<file path="config.mk">
export PLATFORM = sky130hd
export DESIGN_NAME = uart_tx_scheduler_flat
export DESIGN_NICKNAME = d
export VERILOG_FILES = /design/src/rtl/uart_tx_scheduler_if.sv /design/src/rtl/uart_tx_scheduler.sv /design/src/flat_wrapper.sv
export SDC_FILE = /design/constraint.sdc
export NUM_CORES = 1
export LEC_CHECK = 0
export CAP_MARGIN = 30
export CORE_MARGIN = 3
export CORE_UTILIZATION = 39
export CTS_CLUSTER_DIAMETER = 100
export DETAILED_ROUTE_END_ITERATION = 8
export PLACE_DENSITY = 0.81
export SYNTH_ARGS = -nofsm -noshare
export SYNTH_HDL_FRONTEND = slang
export SYNTH_SLANG_ARGS = --single-unit
</file>
<file path="constraint.sdc">
create_clock -name clk_i -period 2.55 [get_ports clk_i]
set_input_delay 0.765 -clock clk_i [delete_from_list [all_inputs] [get_ports clk_i]]
set_output_delay 0.765 -clock clk_i [all_outputs]
set_load 0.01 [all_outputs]
</file>
<file path="src/rtl/uart_tx_scheduler_if.sv">
// Requester-side byte handshake plus the Wishbone write port toward the UART.
// The master modport is the scheduler's view; slave is the environment's.
interface uart_tx_scheduler_if #(
    parameter int unsigned NREQ      = 4,
    parameter int unsigned DAT_WIDTH = 64,
    parameter int unsigned ADR_WIDTH = 32
);
    logic [NREQ-1:0]      req_valid_i;
    logic [8*NREQ-1:0]    req_data_i;
    logic [NREQ-1:0]      req_ready_o;

    logic                 uart_cyc_o;
    logic                 uart_stb_o;
    logic                 uart_we_o;
    logic [ADR_WIDTH-1:0] uart_adr_o;
    logic [DAT_WIDTH-1:0] uart_dat_o;
    logic                 uart_ack_i;
    logic                 uart_err_i;

    modport master (
        input  req_valid_i, req_data_i, uart_ack_i, uart_err_i,
        output req_ready_o, uart_cyc_o, uart_stb_o, uart_we_o, uart_adr_o, uart_dat_o
    );

    modport slave (
        output req_valid_i, req_data_i, uart_ack_i, uart_err_i,
        input  req_ready_o, uart_cyc_o, uart_stb_o, uart_we_o, uart_adr_o, uart_dat_o
    );
endinterface

</file>
<file path="src/rtl/uart_tx_scheduler.sv">
// Round-robin arbiter sharing one UART transmitter among NREQ byte sources:
// one Wishbone write per byte, then a fixed hold-off while the frame drains.
module uart_tx_scheduler #(
    parameter int unsigned          NREQ        = 4,
    parameter int unsigned          DAT_WIDTH   = 64,
    parameter int unsigned          ADR_WIDTH   = 32,
    parameter logic [ADR_WIDTH-1:0] UART_ADDR   = ADR_WIDTH'(0),
    parameter int unsigned          GAP_CYCLES  = 21840,
    parameter int unsigned          ACK_TIMEOUT = 16
) (
    input  logic                   clk_i,
    input  logic                   rst_i,
    uart_tx_scheduler_if.master    bus,
    output logic [NREQ-1:0]        grant_o,
    output logic                   busy_o,
    output logic                   err_o
);

    localparam int unsigned IDX_W = (NREQ > 1) ? $clog2(NREQ) : 1;
    localparam int unsigned TMO_W = $clog2(ACK_TIMEOUT + 1);
    localparam int unsigned GAP_W = $clog2(GAP_CYCLES + 1);

    typedef enum logic [1:0] {
        S_IDLE  = 2'd0,
        S_WRITE = 2'd1,
        S_GAP   = 2'd2
    } state_e;

    state_e                 state_q, state_d;
    logic [IDX_W-1:0]       last_q, last_d;
    logic [NREQ-1:0]        grant_q, grant_d;
    logic                   wr_q, wr_d;
    logic [ADR_WIDTH-1:0]   adr_q, adr_d;
    logic [DAT_WIDTH-1:0]   dat_q, dat_d;
    logic                   err_q, err_d;
    logic [TMO_W-1:0]       tmo_q, tmo_d;
    logic [GAP_W-1:0]       gap_q, gap_d;

    logic                   win_vld_c;
    logic [IDX_W-1:0]       win_idx_c;
    logic [NREQ-1:0]        win_oh_c;
    logic [7:0]             win_byte_c;
    logic                   abort_c;

    // Rotating priority search starting just after the last owner.
    always_comb begin
        int unsigned k;
        k         = 0;
        win_vld_c = 1'b0;
        win_idx_c = '0;
        for (int unsigned i = 1; i <= NREQ; i++) begin
            k = (32'(last_q) + i) % NREQ;
            if (!win_vld_c && bus.req_valid_i[IDX_W'(k)]) begin
                win_vld_c = 1'b1;
                win_idx_c = IDX_W'(k);
            end
        end
    end

    assign win_oh_c        = NREQ'(1) << win_idx_c;
    assign win_byte_c      = bus.req_data_i[{win_idx_c, 3'b000} +: 8];
    assign bus.req_ready_o = (state_q == S_IDLE && win_vld_c) ? win_oh_c : '0;

    // An error response wins over a simultaneous ack; silence is an error too.
    assign abort_c = bus.uart_err_i ||
                     (!bus.uart_ack_i && tmo_q == TMO_W'(ACK_TIMEOUT - 1));

    always_comb begin
        state_d = state_q;
        last_d  = last_q;
        grant_d = grant_q;
        wr_d    = wr_q;
        adr_d   = adr_q;
        dat_d   = dat_q;
        err_d   = 1'b0;
        tmo_d   = tmo_q;
        gap_d   = gap_q;

        case (state_q)
            S_IDLE: begin
                if (win_vld_c) begin
                    state_d = S_WRITE;
                    last_d  = win_idx_c;
                    grant_d = win_oh_c;
                    wr_d    = 1'b1;
                    adr_d   = UART_ADDR;
                    dat_d   = DAT_WIDTH'(win_byte_c);
                    tmo_d   = '0;
                end
            end
            S_WRITE: begin
                tmo_d = tmo_q + TMO_W'(1);
                if (abort_c || bus.uart_ack_i) begin
                    state_d = S_GAP;
                    wr_d    = 1'b0;
                    adr_d   = '0;
                    err_d   = abort_c;
                    gap_d   = GAP_W'(GAP_CYCLES - 1);
                end
            end
            S_GAP: begin
                if (gap_q == '0) begin
                    state_d = S_IDLE;
                    grant_d = '0;
                end else begin
                    gap_d = gap_q - GAP_W'(1);
                end
            end
            default: begin
                state_d = S_IDLE;
                grant_d = '0;
                wr_d    = 1'b0;
            end
        endcase
    end

    always_ff @(posedge clk_i or negedge rst_i) begin
        if (!rst_i) begin
            state_q <= S_IDLE;
            last_q  <= IDX_W'(NREQ - 1);
            grant_q <= '0;
            wr_q    <= 1'b0;
            adr_q   <= '0;
            dat_q   <= '0;
            err_q   <= 1'b0;
            tmo_q   <= '0;
            gap_q   <= '0;
        end else begin
            state_q <= state_d;
            last_q  <= last_d;
            grant_q <= grant_d;
            wr_q    <= wr_d;
            adr_q   <= adr_d;
            dat_q   <= dat_d;
            err_q   <= err_d;
            tmo_q   <= tmo_d;
            gap_q   <= gap_d;
        end
    end

    assign bus.uart_cyc_o = wr_q;
    assign bus.uart_stb_o = wr_q;
    assign bus.uart_we_o  = wr_q;
    assign bus.uart_adr_o = adr_q;
    assign bus.uart_dat_o = dat_q;
    assign grant_o        = grant_q;
    assign busy_o         = (state_q != S_IDLE);
    assign err_o          = err_q;

endmodule

</file>
<file path="src/flat_wrapper.sv">
// flat-port wrapper written by rule: the top's interface ports become plain ports
module uart_tx_scheduler_flat 
#(
    parameter int unsigned          NREQ        = 4,
    parameter int unsigned          DAT_WIDTH   = 64,
    parameter int unsigned          ADR_WIDTH   = 32,
    parameter logic [ADR_WIDTH-1:0] UART_ADDR   = ADR_WIDTH'(0),
    parameter int unsigned          GAP_CYCLES  = 21840,
    parameter int unsigned          ACK_TIMEOUT = 16
)
  (clk_i, rst_i, grant_o, busy_o, err_o, bus_req_valid_i, bus_req_data_i, bus_uart_ack_i, bus_uart_err_i, bus_req_ready_o, bus_uart_cyc_o, bus_uart_stb_o, bus_uart_we_o, bus_uart_adr_o, bus_uart_dat_o);
  uart_tx_scheduler_if #(.NREQ(NREQ), .DAT_WIDTH(DAT_WIDTH), .ADR_WIDTH(ADR_WIDTH)) bus_i ();
  input  logic clk_i;
  input  logic rst_i;
  output logic [NREQ-1:0] grant_o;
  output logic busy_o;
  output logic err_o;
  input wire logic [$bits(bus_i.req_valid_i)-1:0] bus_req_valid_i;
  input wire logic [$bits(bus_i.req_data_i)-1:0] bus_req_data_i;
  input wire logic [$bits(bus_i.uart_ack_i)-1:0] bus_uart_ack_i;
  input wire logic [$bits(bus_i.uart_err_i)-1:0] bus_uart_err_i;
  output wire logic [$bits(bus_i.req_ready_o)-1:0] bus_req_ready_o;
  output wire logic [$bits(bus_i.uart_cyc_o)-1:0] bus_uart_cyc_o;
  output wire logic [$bits(bus_i.uart_stb_o)-1:0] bus_uart_stb_o;
  output wire logic [$bits(bus_i.uart_we_o)-1:0] bus_uart_we_o;
  output wire logic [$bits(bus_i.uart_adr_o)-1:0] bus_uart_adr_o;
  output wire logic [$bits(bus_i.uart_dat_o)-1:0] bus_uart_dat_o;
  assign bus_i.req_valid_i = bus_req_valid_i;
  assign bus_i.req_data_i = bus_req_data_i;
  assign bus_i.uart_ack_i = bus_uart_ack_i;
  assign bus_i.uart_err_i = bus_uart_err_i;
  assign bus_req_ready_o = bus_i.req_ready_o;
  assign bus_uart_cyc_o = bus_i.uart_cyc_o;
  assign bus_uart_stb_o = bus_i.uart_stb_o;
  assign bus_uart_we_o = bus_i.uart_we_o;
  assign bus_uart_adr_o = bus_i.uart_adr_o;
  assign bus_uart_dat_o = bus_i.uart_dat_o;
  uart_tx_scheduler #(.NREQ(NREQ), .DAT_WIDTH(DAT_WIDTH), .ADR_WIDTH(ADR_WIDTH), .UART_ADDR(UART_ADDR), .GAP_CYCLES(GAP_CYCLES), .ACK_TIMEOUT(ACK_TIMEOUT)) u_core (.clk_i(clk_i), .rst_i(rst_i), .bus(bus_i), .grant_o(grant_o), .busy_o(busy_o), .err_o(err_o));
endmodule
</file>
==> results of run 1 <==
-- cell usage after synthesis --
| cell type | instances |
|---|---|
| buf_4 | 90 |
| dfrtp_1 | 36 |
| nand2_1 | 26 |
| mux2i_1 | 20 |
| nor2_1 | 17 |
| o21ai_0 | 11 |
| nand3_1 | 8 |
| o221ai_1 | 8 |
| inv_1 | 7 |
| a21oi_1 | 5 |
| nand2b_1 | 5 |
| clkbuf_1 | 4 |
| a21o_1 | 3 |
| buf_2 | 3 |
| ha_1 | 3 |
| nor4_1 | 3 |
| o311ai_0 | 3 |
| o31ai_1 | 3 |
| o41ai_1 | 3 |
| xor2_1 | 3 |
| and3_1 | 2 |
| dfstp_2 | 2 |
| nand3b_1 | 2 |
| nand4_1 | 2 |
| nor2b_1 | 2 |
| o211ai_1 | 2 |
| o2bb2ai_1 | 2 |
| or2_2 | 2 |
| or4_1 | 2 |
| a31oi_1 | 1 |
| and2_0 | 1 |
| conb_1 | 1 |
| mux2_2 | 1 |
| nor2_4 | 1 |
| nor3_1 | 1 |
| nor3_4 | 1 |
| o211ai_4 | 1 |
| o21a_1 | 1 |
| o21ai_1 | 1 |
| o21bai_2 | 1 |
| o22ai_1 | 1 |
| or3_1 | 1 |
| or4_4 | 1 |
-- worst max-delay path: cells and delay by family --
| kind | cells | cell delay (ps) |
|---|---|---|
| simple gates | 2 | 160 |
| mux | 1 | 200 |
| buf+inv | 3 | 440 |
| compound gates | 2 | 290 |
-- state kept, by name, indices dropped and copies added, names as in the netlist --
register               cells
u_core.gap_q              15
u_core.tmo_q               5
u_core.state_q             2
u_core.grant_o             4
u_core.bus.uart_dat_o      8
u_core.last_q              2
u_core.bus.uart_cyc_o      1
u_core.err_o               1
-- metrics by stage --
stage / power, uW / util, % / worst slack [ps]
finish: 2830 / 50.7 / -73.5
global route: 3040 / 50.7 / -169
CTS: 2820 / 50.4 / -23.0
detailed placement: 2270 / 47.6 / -823
global placement: 2230 / 47.6 / -796
floorplan: 1770 / - / 39.1
-- final cells by class --
cell class,instances,area share (%)
clock buffer,5,2.08
clock inverter,3,0.643
sequential,38,28.8
timing repair buffer,81,22.0
tap,77,2.91
inverter,7,0.794
multi-input combinational,238,42.7
-- where the power goes --
group	total, uW	internal [uW]	switching (uW)
clock	420	192	228
combinational	1510	742	770
sequential	901	783	118
-- layer usage --
| layer | share of wire (%) | wire length (um) | vias up |
|---|---|---|---|
| li1 | - | - | 996 |
| met1 | 39 | 2240 | 999 |
| met2 | 49 | 2840 | 114 |
| met3 | 9.9 | 570 | 14 |
| met4 | 2.1 | 121 | 0 |
| met5 | 0 | 0 | - |
-- cells by family (layout without fill, tap and decap cells) --
family | after synthesis | count (layout)
buffers and inverters | 104 | 96
adder cells (fa/ha/maj) | 3 | 3
multiplexers | 21 | 21
XOR/XNOR | 3 | 3
flip-flops | 38 | 38
other | 1 | 88
AND/OR/NAND/NOR | 77 | 77
AO/OA/AOI/OAI | 46 | 46
-- how the worst max path moves through the flow --
stage                         endpoint          startpoint  slack (ps)  cells past startpoint
floorplan           bus_req_ready_o[0]  bus_req_valid_i[1]          40                      5
global placement    bus_req_ready_o[1]  bus_req_valid_i[2]        -800                      7
detailed placement  bus_req_ready_o[1]  bus_req_valid_i[3]        -820                      7
CTS                 bus_req_ready_o[1]  bus_req_valid_i[2]         -20                      8
global route        bus_req_ready_o[0]    u_core.last_q[1]        -170                      7
finish              bus_req_ready_o[0]  bus_req_valid_i[3]         -70                      8
-- timing repair --
| action | in CTS | in global routing |
|---|---|---|
| hold endpoints to repair | 0 | 0 |
| setup buffers | 6 | 2 |
| pin swaps | 10 | 1 |
| resized for setup | 50 | 0 |
| setup endpoints to repair | 4 | 4 |
==> flow_metrics.py, run 1 <==
metrics = {
    "run_status": {
        "status": "complete, but fails checks",
        "violations": "negative setup slack",
    },
    "clock_network": {
        "clkTransAtPathRegs_ps": 80,
        "hold_buffers": 0,
        "cts_max_level": 2,
        "cts_root_buffer": "clkbuf_8",
        "clock_sinks": 38,
        "numCtsBuffers": 5,
        "clock_path_buffers": 2,
        "insertion_delay_ps": 300,
        "cts_tree": "built",
    },
    "placement": {
        "dp_hpwl_um": 4370,
        "buffer_ports.inserted": 60,
        "place_area_mm2": 0.00311,
        "place.gp.congestion": 0.836,
        "place_inst": 433,
    },
    "synthesis": {
        "synthCells": 293,
        "yosysWarnings": 0,
        "synth_top_family_by_area": "buffers and inverters",
        "yosysTopAreaCell": "dfrtp_1",
        "yosys.area_share.adder_pct": 1.40,
        "netlist_area_mm2": 0.00269,
        "ys_ff_latch": 38,
        "yosys-top-cells-area": "dfrtp_1 33%, buf_4 25%, mux2i_1 7.4%",
        "synth_area_per_cell_um2": 9.18,
        "synth_simple_gate_area_share_pct": 14.4,
        "synth_xor_area_share_pct": 0.977,
        "synth_top_cell_area_share_pct": 33.5,
        "synth_compound_area_share_pct": 12.6,
        "synthMuxAreaShare_pct": 7.86,
        "synth.distinct_cells": 43,
        "yosysSeqAreaShare_pct": 35.4,
    },
    "global_route": {
        "use_met3_pct": 4.79,
        "grt_max_degree": 39,
        "gr-max-usage-layer": "met2",
        "grt_pass1_wl_um": 8710,
        "grt_remaining_overflow": 0,
        "use_met2_pct": 24.5,
        "grt_pass1_vias": 1969,
        "track_usage_pct": 14.2,
        "use_met1_pct": 15.7,
        "antenna_found_initial": 0,
    },
    "timing": {
        "fmax_ghz": 0.381,
        "fin_skew_ps": 12.2,
        "min_period_over_period_pct": 103,
        "worst_slew_pin_slew_ps": 857,
        "setup_viol": 4,
        "tns_ps": -226,
        "relSlewSlack_pct": 42.9,
        "final_max_slew_viol_count": 0,
        "rsz0062_at_grt": "yes",
        "hold_ws_ps": 494,
        "period_minus_slack_ps": 2620,
        "timing.final.hold_violations": 0,
        "setup_slack_ps": -73.5,
    },
    "worst_setup_path": {
        "max_stage_delay_ps": 200,
        "path_cells": "buf_2 > mux2i_1 > o22ai_2 > a21oi_2 > buf_4 > nand2_2 > nor2_1 > buf_2",
        "worstPathArrival_ps": 1860,
        "worstPathRequired_ps": 1790,
        "cpMaxStageDelayCell": "mux2i_1",
        "timing.rr.end": "u_core.gap_q[13]",
        "reg2reg_depth": 7,
        "setup.worst_path.class": "in2out",
        "r2r_start": "u_core.tmo_q[0]",
        "crit_fanout": 5,
        "start_kind": "input port",
        "reg2reg_setup_slack_ps": 280,
        "worstSetupEndpointType": "output pin",
        "crit_top_cell": "buf_2",
    },
    "route": {
        "wirelength_um": 5780,
        "drtAntennaViolNets": 0,
        "vias_per_cell": 4.73,
        "drtIter0Drc": 118,
        "wl_per_cell_um": 12.9,
        "num_vias": 2123,
        "drcViolationCount": 0,
        "first_pass_iters": 4,
    },
    "die": {
        "core_mm2": 0.00653,
        "die_area_mm2": 0.00793,
        "fp.dieH_um": 89.1,
        "initial_core_util_pct": 41.2,
        "die_w_um": 89.1,
        "num_rows": 29,
        "io_pins": 149,
    },
    "worst_hold_path": {
        "min_from": "u_core.grant_o[3]",
        "holdCritPathClass": "reg2reg",
        "whs_path_depth": 1,
        "holdPathEnd": "u_core.grant_o[3]",
    },
    "final_layout": {
        "drive_gt1_share_pct": 16.1,
        "final_cell_mix": "88 x conb_1, 51 x clkdlybuf4s50_1, 36 x dfrtp_1",
        "fin_cells": 449,
        "final_area_mm2": 0.00331,
        "multi_input_area_mm2": 0.00141,
        "seqCellArea_um2": 953,
        "area_growth_pct": 23.0,
        "antenna_cells": 0,
        "nFillCells": 593,
        "final_common_cell": "conb_1",
        "nNetsFinal": 414,
    },
    "job": {
        "maxCapViolCount": 0,
    },
    "power": {
        "vdd_drop_max_mv": 0.625,
        "power_density_mw_per_mm2": 856,
        "p_leak_uw": 0.00156,
    },
}
Note: power is estimated with default switching activity, not from simulation.
==> run 2: changes to the inputs <==
--- a/config.mk
+++ b/config.mk
@@ -10,6 +10,7 @@
 export CORE_UTILIZATION = 39
 export CTS_CLUSTER_DIAMETER = 100
 export DETAILED_ROUTE_END_ITERATION = 8
+export MAX_ROUTING_LAYER = met4
 export PLACE_DENSITY = 0.81
 export SYNTH_ARGS = -nofsm -noshare
 export SYNTH_HDL_FRONTEND = slang
==> run 2 against run 1 <==
- the flow still finishes with violations (negative setup slack)
- first-iteration DRC count is 14% higher
- global-route usage is 0.45 points higher
- critical endpoint unchanged
- largest power group unchanged
- sequential share of layout area stayed put
- clock power hardly changed
- sequential power hardly changed
- design area stayed put
==> flow_metrics.py, run 2 (same netlist as run 1, synthesis figures left out) <==
metrics = {
    "global_route": {
        "grt_pass1_vias": 1968,
        "grt_max_degree": 39,
        "antenna_found_initial": 0,
        "track_usage_pct": 14.7,
        "grt_pass1_wl_um": 8720,
        "grt_remaining_overflow": 0,
    },
    "clock_network": {
        "hold_buffers": 0,
        "numCtsBuffers": 5,
        "clkTransAtPathRegs_ps": 80,
        "cts_max_level": 2,
        "clock_sinks": 38,
        "insertion_delay_ps": 300,
        "clock_path_buffers": 2,
        "cts_root_buffer": "clkbuf_8",
        "cts_tree": "built",
    },
    "die": {
        "io_pins": 149,
        "die_area_mm2": 0.00793,
        "core_mm2": 0.00653,
        "num_rows": 29,
        "initial_core_util_pct": 41.2,
        "die_w_um": 89.1,
        "fp.dieH_um": 89.1,
    },
    "placement": {
        "place_inst": 433,
        "buffer_ports.inserted": 60,
        "dp_hpwl_um": 4370,
        "place.gp.congestion": 0.849,
    },
    "power": {
        "comb_power_share_pct": 53.4,
        "p_total_uw": 2830,
        "cellInternalPower_uw": 1720,
        "seq_power_share_pct": 31.8,
        "p_sw_uw": 1120,
        "pwr-share-clk_pct": 14.8,
        "power_density_mw_per_mm2": 857,
        "vdd_drop_max_mv": 0.626,
        "swShare_pct": 39.4,
        "p_leak_uw": 0.00156,
    },
    "worst_setup_path": {
        "reg2reg_depth": 7,
        "worstPathArrival_ps": 1860,
        "worstPathRequired_ps": 1790,
        "reg2reg_setup_slack_ps": 280,
        "crit_fanout": 5,
        "worstSetupEndpointType": "output pin",
        "start_kind": "input port",
        "r2r_start": "u_core.tmo_q[0]",
        "timing.rr.end": "u_core.gap_q[13]",
        "setup.worst_path.class": "in2out",
    },
    "worst_hold_path": {
        "holdPathEnd": "u_core.grant_o[3]",
        "min_from": "u_core.grant_o[3]",
        "whs_path_depth": 1,
        "holdCritPathClass": "reg2reg",
    },
    "route": {
        "drtIter0Drc": 134,
        "first_pass_iters": 4,
        "num_vias": 2103,
        "wirelength_um": 5790,
        "vias_per_cell": 4.68,
        "wl_per_cell_um": 12.9,
        "drcViolationCount": 0,
        "drtAntennaViolNets": 0,
    },
    "timing": {
        "worst_slew_pin_slew_ps": 861,
        "period_minus_slack_ps": 2630,
        "relSlewSlack_pct": 42.6,
        "timing.final.hold_violations": 0,
        "tns_ps": -234,
        "hold_ws_ps": 494,
        "fmax_ghz": 0.381,
        "final_max_slew_viol_count": 0,
        "setup_slack_ps": -75.9,
        "rsz0062_at_grt": "yes",
        "fin_skew_ps": 12.5,
        "min_period_over_period_pct": 103,
        "setup_viol": 4,
    },
    "run_status": {
        "status": "complete, but fails checks",
        "violations": "negative setup slack",
    },
    "final_layout": {
        "antenna_cells": 0,
        "drive_gt1_share_pct": 16.1,
        "final_cell_mix": "88 x conb_1, 51 x clkdlybuf4s50_1, 36 x dfrtp_1",
        "regMostFlops": "u_core.gap_q",
        "seqCellArea_um2": 953,
        "largest_reg_flops": 15,
        "area_growth_pct": 23.0,
        "multi_input_area_mm2": 0.00141,
        "fin_cells": 449,
        "nFillCells": 593,
        "final_common_cell": "conb_1",
        "nNetsFinal": 414,
    },
    "job": {
        "maxCapViolCount": 0,
    },
}
run 2: repair_timing:
item / in CTS / in global routing
pin swaps: 10 / 1
resized for setup: 50 / 0
endpoints found under the setup margin: 4 / 4
setup buffers: 6 / 2
run 2: layout make-up:
| class | instances | share of cell area (%) |
|---|---|---|
| multi-input combinational | 238 | 42.7 |
| timing repair buffer | 81 | 22.0 |
| sequential | 38 | 28.8 |
| inverter | 7 | 0.794 |
| clock inverter | 3 | 0.643 |
| clock buffer | 5 | 2.08 |
| tap | 77 | 2.91 |
run 2: per-stage QoR:
step	utilization (%)	instance area (um^2)	setup WS, ps
after detailed placement	47.6	3110	-823
after floorplan	-	3020	39.1
after global routing	50.7	3310	-167
after CTS	50.4	3290	-23.0
after global placement	47.6	3110	-796
final	50.7	3310	-75.9
run 2: worst max path at each step:
stage	start	end	slack (ps)	cells after the start
CTS	bus_req_valid_i[2]	bus_req_ready_o[1]	-20	8
finish	bus_req_valid_i[3]	bus_req_ready_o[0]	-80	8
floorplan	bus_req_valid_i[1]	bus_req_ready_o[0]	40	5
global route	u_core.last_q[1]	bus_req_ready_o[0]	-170	7
global placement	bus_req_valid_i[2]	bus_req_ready_o[1]	-800	7
detailed placement	bus_req_valid_i[3]	bus_req_ready_o[1]	-820	7
run 2: routing by layer:
| layer | global-route usage (%) | part of all wire [%] | vias up |
|---|---|---|---|
| met1 | 16.1 | 40 | 994 |
| met2 | 24.6 | 50 | 104 |
| li1 | - | - | 995 |
| met3 | 4.24 | 8.9 | 10 |
| met4 | 6.77 | 1.8 | 0 |
| met5 | - | 0 | - |
run 2: power by group through the flow:
stage | logic [uW] | clock network (uW) | registers [uW]
3_5_place_dp | 1360 | 0 | 913
3_3_place_gp | 1320 | 0 | 904
5_1_grt | 1660 | 455 | 923
6_report | 1510 | 419 | 902
4_1_cts | 1480 | 432 | 900
2_1_floorplan | 820 | 0 | 946
run 2: worst max-delay path, cell delays in order:
cell	delay, ps
buf_2	150
mux2i_1	200
o22ai_2	100
a21oi_2	190
buf_4	150
nand2_2	50
nor2_1	110
buf_2	140
==> run 3: changes to the inputs <==
--- a/config.mk
+++ b/config.mk
@@ -8,7 +8,6 @@
 export CAP_MARGIN = 30
 export CORE_MARGIN = 3
 export CORE_UTILIZATION = 39
-export CTS_CLUSTER_DIAMETER = 100
 export DETAILED_ROUTE_END_ITERATION = 8
 export MAX_ROUTING_LAYER = met4
 export PLACE_DENSITY = 0.81
==> results of run 3 <==
The final DEF is identical to that of run 2; final timing and power are the same.
